[config.mk]
export PLATFORM = sky130hd
export DESIGN_NAME = fifo_wr_arb
export DESIGN_NICKNAME = d
export VERILOG_FILES = /design/src/rtl/fifo_wr_arb.sv
export SDC_FILE = /design/constraint.sdc
export NUM_CORES = 1
export LEC_CHECK = 0
export ABC_AREA = 1
export CAP_MARGIN = 20
export CORE_MARGIN = 2
export CORE_UTILIZATION = 43
export DETAILED_ROUTE_END_ITERATION = 8
export GPL_TIMING_DRIVEN = 0
export PLACE_DENSITY = 0.79
export RECOVER_POWER = 100
export SLEW_MARGIN = 20
export SYNTH_ARGS = -nofsm -noshare
export SYNTH_HDL_FRONTEND = slang
export SYNTH_SLANG_ARGS = --single-unit
[constraint.sdc]
create_clock -name clk -period 2.92 [get_ports clk]
set_input_delay 0.584 -clock clk [delete_from_list [all_inputs] [get_ports clk]]
set_output_delay 0.584 -clock clk [all_outputs]
set_load 0.1 [all_outputs]
[src/rtl/fifo_wr_arb.sv]
// Round-robin arbiter that funnels NUM_REQ write requesters into one FIFO write port.
// Optional per-requester accept counters are enabled by defining FIFO_WR_ARB_STATS_EN.
module fifo_wr_arb #(
  parameter int NUM_REQ    = 4,
  parameter int DATA_WIDTH = 16
) (
  input  logic                          clk,
  input  logic                          rst_n,
  input  logic [NUM_REQ-1:0]            req_valid,
  input  logic [NUM_REQ*DATA_WIDTH-1:0] req_data,
  output logic [NUM_REQ-1:0]            req_ready,
  output logic                          wr_en,
  output logic [DATA_WIDTH-1:0]         data_in,
  input  logic                          full,
  input  logic                          almostfull,
  input  logic                          wr_ack,
  input  logic                          overflow,
  output logic [$clog2(NUM_REQ)-1:0]    grant_id,
  output logic                          err_overflow
`ifdef FIFO_WR_ARB_STATS_EN
  ,
  output logic [NUM_REQ*16-1:0]         accept_cnt
`endif
);

  localparam int IDW = $clog2(NUM_REQ);

  typedef enum logic {
    ST_IDLE,
    ST_WAIT
  } state_t;

  state_t                state_q, state_d;
  logic [IDW-1:0]        ptr_q, ptr_d;
  logic                  wr_en_q;
  logic [DATA_WIDTH-1:0] data_q, data_d;
  logic [IDW-1:0]        gid_q, gid_d;
  logic                  err_q, err_d;

  logic [DATA_WIDTH-1:0] req_data_arr [NUM_REQ];
  logic [IDW:0]          cand_sum;
  logic [IDW-1:0]        sel_idx;
  logic                  sel_found;
  logic                  throttle;
  logic                  accept;

  genvar gi;
  generate
    for (gi = 0; gi < NUM_REQ; gi++) begin : g_slice
      assign req_data_arr[gi] = req_data[gi*DATA_WIDTH +: DATA_WIDTH];
    end
  endgenerate

  // With almostfull, the write already on wr_en consumes the last free slot.
  assign throttle = full | (almostfull & wr_en_q);

  always_comb begin
    sel_idx   = '0;
    sel_found = 1'b0;
    cand_sum  = '0;
    for (int k = 0; k < NUM_REQ; k++) begin
      cand_sum = {1'b0, ptr_q} + (IDW+1)'(k);
      if (cand_sum >= (IDW+1)'(NUM_REQ)) begin
        cand_sum = cand_sum - (IDW+1)'(NUM_REQ);
      end
      if (!sel_found && req_valid[cand_sum[IDW-1:0]]) begin
        sel_found = 1'b1;
        sel_idx   = cand_sum[IDW-1:0];
      end
    end
  end

  always_comb begin
    req_ready = '0;
    if (rst_n && !throttle && sel_found) begin
      req_ready[sel_idx] = 1'b1;
    end
  end

  assign accept = |req_ready;

  always_comb begin
    ptr_d  = ptr_q;
    data_d = data_q;
    gid_d  = gid_q;
    if (accept) begin
      ptr_d  = (sel_idx == IDW'(NUM_REQ-1)) ? '0 : sel_idx + IDW'(1);
      data_d = req_data_arr[sel_idx];
      gid_d  = sel_idx;
    end
  end

  // WAIT means a write went out last cycle, so wr_ack/overflow are meaningful now.
  always_comb begin
    state_d = state_q;
    err_d   = err_q;
    case (state_q)
      ST_IDLE: begin
        if (wr_en_q) state_d = ST_WAIT;
      end
      ST_WAIT: begin
        if (overflow || !wr_ack) err_d = 1'b1;
        if (!wr_en_q) state_d = ST_IDLE;
      end
      default: state_d = ST_IDLE;
    endcase
  end

  always_ff @(posedge clk) begin
    if (!rst_n) begin
      state_q <= ST_IDLE;
      ptr_q   <= '0;
      wr_en_q <= 1'b0;
      data_q  <= '0;
      gid_q   <= '0;
      err_q   <= 1'b0;
    end else begin
      state_q <= state_d;
      ptr_q   <= ptr_d;
      wr_en_q <= accept;
      data_q  <= data_d;
      gid_q   <= gid_d;
      err_q   <= err_d;
    end
  end

  assign wr_en        = wr_en_q;
  assign data_in      = data_q;
  assign grant_id     = gid_q;
  assign err_overflow = err_q;

`ifdef FIFO_WR_ARB_STATS_EN
  generate
    for (gi = 0; gi < NUM_REQ; gi++) begin : g_cnt
      logic [15:0] cnt_q;
      always_ff @(posedge clk) begin
        if (!rst_n) begin
          cnt_q <= '0;
        end else if (req_valid[gi] && req_ready[gi]) begin
          cnt_q <= cnt_q + 16'd1;
        end
      end
      assign accept_cnt[gi*16 +: 16] = cnt_q;
    end
  endgenerate
`endif

endmodule

==> results of run 1 <==
cell usage after synthesis, drive strengths merged:
cell    number
nor3         1
nor2        50
ha           1
clkbuf       6
o211ai       1
a21boi       1
nand2      146
o21ai        3
nand4       34
buf         18
inv         68
dfxtp       23
a21oi        2
nand3       44
kinds of logic after synthesis:
group / after synthesis
and+or+nand+nor: 275
buffers and inverters: 92
DFF: 23
adders and majority gates: 1
AOI/OAI and AO/OA: 7
sequential cells by signal, indices dropped and copies added (netlist names):
register and count:
ptr_q 2, wr_en 1, err_overflow 1, state_q 1, grant_id 2, data_in 16
layout make-up:
type	count	area, um^2	share of cell area
Tap cell	70	87.58	0.02421
Clock buffer	4	45.04	0.01245
Multi-Input combinational cell	283	1464	0.4047
Timing Repair Buffer	112	1106	0.3058
Sequential cell	23	461.7	0.1276
Inverter	68	257.7	0.07126
Buffer	23	195.2	0.05396
per-layer routing:
| metal | routed length (um) | part of all wire | global-route usage | up-vias |
|---|---|---|---|---|
| met5 | 0 | 0 | 0 | - |
| met4 | 169 | 0.024 | 0.07091 | 0 |
| met3 | 344 | 0.049 | 0.03176 | 16 |
| met2 | 3339 | 0.47 | 0.4044 | 99 |
| met1 | 3179 | 0.45 | 0.3151 | 1212 |
| li1 | - | - | - | 1460 |
power groups by stage:
| stage | Sequential, mW | Clock [mW] | Combinational [mW] |
|---|---|---|---|
| after detailed placement | 0.518 | 0 | 3.54 |
| after global placement | 0.515 | 0 | 3.51 |
| after global routing | 0.527 | 0.220 | 4.16 |
| after CTS | 0.512 | 0.206 | 3.81 |
| after floorplan | 1.30 | 0 | 2.00 |
| final | 0.508 | 0.200 | 3.83 |
repair_timing:
action / in CTS / in global routing
gates resized for setup: 60 / 6
setup buffers: 13 / 2
endpoints found under the setup margin: 14 / 4
pin swaps: 10 / 4
critical path, delay by kind of cell:
| kind | cells | cell delay, ps |
|---|---|---|
| buf+inv | 4 | 650 |
| simple gates | 6 | 790 |
| compound gates | 1 | 240 |
worst paths after layout:
| check | endpoint | slack [ps] | cells after the start |
|---|---|---|---|
| min | state_q | 440 | 2 |
| max | req_ready[1] | 70 | 11 |
| min reg2reg | state_q | 440 | 2 |
| max reg2reg | data_in[4] | 260 | 21 |
through the flow:
stage	total power [mW]	setup TNS, ps	std cells	setup WS (ps)
4_1_cts	4.523	0	581	83.39
5_1_grt	4.905	-65.57	583	-34.59
6_report	4.539	0	583	70.97
3_5_place_dp	4.055	-9908	565	-1435
3_3_place_gp	4.022	-9536	565	-1430
2_1_floorplan	3.299	-14.34	398	-14.34
==> flow_metrics.tcl, run 1 <==
set metrics [dict create \
    synth_compound_area_frac 0.01917 \
    r2r_start "ptr_q[0]" \
    synth.net_count 473 \
    cp_common_cell "nor2_4" \
    comb_power_share 0.844 \
    final_cell_mix "nand2_1 (134), clkdlybuf4s50_1 (68), inv_1 (61), nor2_1 (40), nand4_1 (34)" \
    core_area_mm2 0.005107 \
    initial_core_util 0.4473 \
    max_slew.worst_pin.slew_ps 991.8 \
    pwr-share-clk 0.044 \
    yosysTopAreaCell "nand2_1" \
    cts_tree "built" \
    synthXorXnorAreaFrac 0 \
    synth.area.mux_share 0 \
    grt_pass1_vias 2630 \
    crit_path_end_kind "output port" \
    sw_frac_of_total 0.5960 \
    grt_max_degree 13 \
    leakage_nw 1.935 \
    synth-simple-area-share 0.5849 \
    portBuffers 97 \
    nets 589 \
    status "finished, final reports clean" \
    fill_cells 470 \
    utilization 0.7082 \
    peakVddDrop_mv 0.7000 \
    crit_type "in2out" \
    totalWireLength_mm 7.033 \
    period_share 0.9757 \
    die_h_um 76.89 \
    slew_headroom 0.3367 \
    synth_top_family_by_area "simple AND/OR/NAND/NOR gates" \
    cts.reportedPaths.clkPinSlew_ps 80 \
    grt_pass1_wl_mm 11.78 \
    clock-sinks 23 \
    slowest_stage "dlygate4sd2_1" \
    holdCritPathClass "reg2reg" \
    cts_root_buf "clkbuf_8" \
    antenna_found_initial 0 \
    final_area_mm2 0.003617 \
    hold_start "wr_en" \
    drt_drc_violations_left 0 \
    cp-startpoint "req_valid[2]" \
    syn_area_mm2 0.002285 \
    die_area_mm2 0.005912 \
    hold_buffers 0 \
    skew_ps 5.812 \
    cp.required_ps 2340 \
    final_common_cell "nand2_1" \
    fin_crit_ps 2849 \
    die_w_um 76.89 \
    cp_slowest_stage_delay_ps 260 \
    drive_gt1_frac 0.1774 \
    hold_viol 0 \
    p_seq_frac 0.112 \
    max_cap_violations 0 \
    yosysWarnings 0 \
    ant_nets 0 \
    worstSetupStartpointType "input port" \
    viasPerCell 4.780 \
    vias 2787 \
    postPlaceCellArea_mm2 0.003368 \
    rows 26 \
    yosys.area.top_type_share 0.2333 \
    clk_latency_ps 270 \
    area_growth_pct 58.32 \
    ys_seq_elements 23 \
    path_cells "dlygate4sd2_1 > inv_1 > nand2_1 > nand3_2 > a21boi_1 > nand2_2 > nor2_4 > buf_6 > nand4_1 > nor2_4 > buf_12" \
    synth_cell_types 26 \
    drt_first_pass_iters 5 \
    hold_ws_ps 442.4 \
    drv_slew 0 \
    cts.path.max_buffers 2 \
    synthAdderAreaFrac 0.005476 \
    p_switching_mw 2.705 \
    power_density_mw_per_mm2 1255 \
    p_int_mw 1.834 \
    h-tree-depth 1 \
    cp_max_fo 4 \
    arrival_ps 2270 \
    antenna_cells 0 \
    syn_area_per_cell_um2 5.740 \
    ios 98 \
    synthTopCellsByArea "nand2_1 (23%), dfxtp_1 (20%), inv_1 (11%)" \
    grt.total_usage 0.2389 \
    final-setup-viol-count 0 \
    numCtsBuffers 3 \
    drtIter0Drc 150 \
    drt-wirelength-per-cell_um 12.06 \
    syn_inst 398 \
    ys_seq_area_frac 0.2015 \
    hpwl_mm 5.390 \
    place.gp.congestion 0.9124 \
    gr-total-overflow 0 \
    max_freq_mhz 351.0 \
]
No activity file was read; power rests on OpenSTA's default activity.
==> run 2: changes to the inputs <==
Settings changed: SETUP_SLACK_MARGIN from default to 0.15.
==> flow_metrics.tcl, run 2 (synthesis results as in run 1) <==
set metrics [dict create \
    status "finished, final reports clean" \
    max_slew.worst_pin.slew_ps 1001 \
    cp_slowest_stage_delay_ps 420 \
    drt_first_pass_iters 4 \
    arrival_ps 2180 \
    totalWireLength_mm 7.425 \
    final-setup-viol-count 0 \
    slew_headroom 0.3306 \
    leakage_nw 1.999 \
    die_area_mm2 0.005912 \
    hold_start "wr_en" \
    r2r_start "ptr_q[0]" \
    crit_family "simple AND/OR/NAND/NOR gates" \
    gr-total-overflow 0 \
    drv_slew 0 \
    nets 594 \
    finalNonFillerCells 588 \
    max_freq_mhz 361.4 \
    area_growth_pct 66.65 \
    place.gp.congestion 0.9118 \
    core_area_mm2 0.005107 \
    crit_path_end_kind "output port" \
    viasPerCell 4.845 \
    grt_setup_unrepaired "yes" \
    min_path_cells 2 \
    holdCritPathClass "reg2reg" \
    drtIter0Drc 101 \
    skew_ps 10.62 \
    crit_type "reg2out" \
    largest_register_ffs 16 \
    grt_pass1_vias 2550 \
    ios 98 \
    portBuffers 97 \
    cp.required_ps 2340 \
    grt_pass1_wl_mm 11.63 \
    final_common_cell "nand2_1" \
    fin_crit_ps 2767 \
    h-tree-depth 1 \
    dp_cells 565 \
    cp_common_cell "nand2_4" \
    peakVddDrop_mv 0.8015 \
    r2r_slack_ps 250 \
    antenna_cells 0 \
    place_ws_ps -1372 \
    cts.path.max_buffers 2 \
    period_share 0.9477 \
    drive_gt1_frac 0.2355 \
    rr_worst_depth 20 \
    drt-wirelength-per-cell_um 12.63 \
    vias 2849 \
    grt.total_usage 0.2384 \
    clock-sinks 23 \
    final_cell_mix "nand2_1 (116), clkdlybuf4s50_1 (67), inv_1 (58), nor2_1 (38), nand4_1 (34)" \
    antenna_found_initial 0 \
    utilization 0.7455 \
    drt_drc_violations_left 0 \
    initial_core_util 0.4473 \
    clk_latency_ps 270 \
    grt_max_degree 13 \
    setup_slack_ps 152.8 \
    min_to "state_q" \
    crit_buf_inv 5 \
    power_density_mw_per_mm2 1256 \
    rows 26 \
    hold_buffers 0 \
    ant_nets 0 \
    cp_max_fo 5 \
    hold_viol 0 \
    worstSetupStartpointType "flip-flop" \
    max_cap_violations 0 \
    numCtsBuffers 3 \
    hpwl_mm 5.537 \
    cts_tree "built" \
    setup_tns_ps 0 \
    cts_root_buf "clkbuf_8" \
    slowest_stage "dfxtp_4" \
    postPlaceCellArea_mm2 0.003438 \
    die_h_um 76.89 \
    cts.reportedPaths.clkPinSlew_ps 90 \
    final_area_mm2 0.003807 \
    die_w_um 76.89 \
    path_cells "buf_8 > nand2_2 > nand2_2 > nand2_2 > nand2_4 > nand2_4 > nand2_4 > nand2_4 > nand3_4 > buf_12 > buf_8 > ha_4 > inv_2 > nor2_4 > buf_6" \
    r2r_end "data_in[11]" \
]
==> run 2: changes by cell type in the layout (fill, tap and decap cells not counted), moves of 3 or more <==
| cell | delta |
|---|---|
| nand3_2 | -3 |
| buf_2 | +5 |
| nand2_2 | +11 |
| inv_1 | -3 |
| nand2_1 | -18 |
| inv_4 | +3 |
| buf_8 | +3 |
| nand2_4 | +7 |
| inv_2 | -3 |
| dlygate4sd2_1 | -4 |
| buf_4 | +3 |
==> run 2: stage by stage <==
stage	power (mW)	hold slack, ps
2_1_floorplan	3.387	432.8
3_3_place_gp	4.117	438.0
3_5_place_dp	4.154	441.7
4_1_cts	4.642	455.3
5_1_grt	5.147	476.5
6_report	4.780	450.3
==> run 2: layer usage <==
| layer | wire length, um | GRT usage | up-vias |
|---|---|---|---|
| met5 | 0 | 0 | - |
| met4 | 150 | 0.05636 | 0 |
| met3 | 386 | 0.03647 | 12 |
| met2 | 3683 | 0.4202 | 100 |
| met1 | 3205 | 0.3034 | 1259 |
| li1 | - | - | 1478 |
==> run 2: worst max path at each step <==
| stage | start | end | slack, ps | depth (start not counted) |
|---|---|---|---|---|
| CTS | ptr_q[1] | req_ready[2] | 110 | 14 |
| floorplan | req_valid[0] | req_ready[3] | 20 | 11 |
| global route | rst_n | req_ready[0] | 60 | 8 |
| global placement | req_valid[1] | req_ready[2] | -1370 | 15 |
| detailed placement | req_valid[1] | req_ready[2] | -1370 | 16 |
| finish | ptr_q[0] | req_ready[2] | 150 | 15 |
==> run 2: worst min-delay path: cells and delay by family, from the launching register on <==
family,cells,cell delay [ps]
and+or+nand+nor,1,60
buffers and inverters,1,30
DFF,1,330
==> run 2: final cells by class <==
class / instances / area [um^2]
fill: 434 / 1300
clock buffer: 4 / 45.04
timing repair buffer: 118 / 1141
inverter: 68 / 290.3
tap: 70 / 87.58
sequential: 23 / 467.9
multi-input combinational: 283 / 1583
buffer: 22 / 192.7
==> run 2: power breakdown <==
group	internal, mW	switching (mW)
sequential	0.446	0.0787
combinational	1.41	2.65
clock	0.0976	0.106
==> run 2: repair_timing <==
action	CTS	global route
gates cloned	0	1
pin swaps	11	26
resized for setup	69	40
setup endpoints to repair	24	4
buffers inserted	11	9
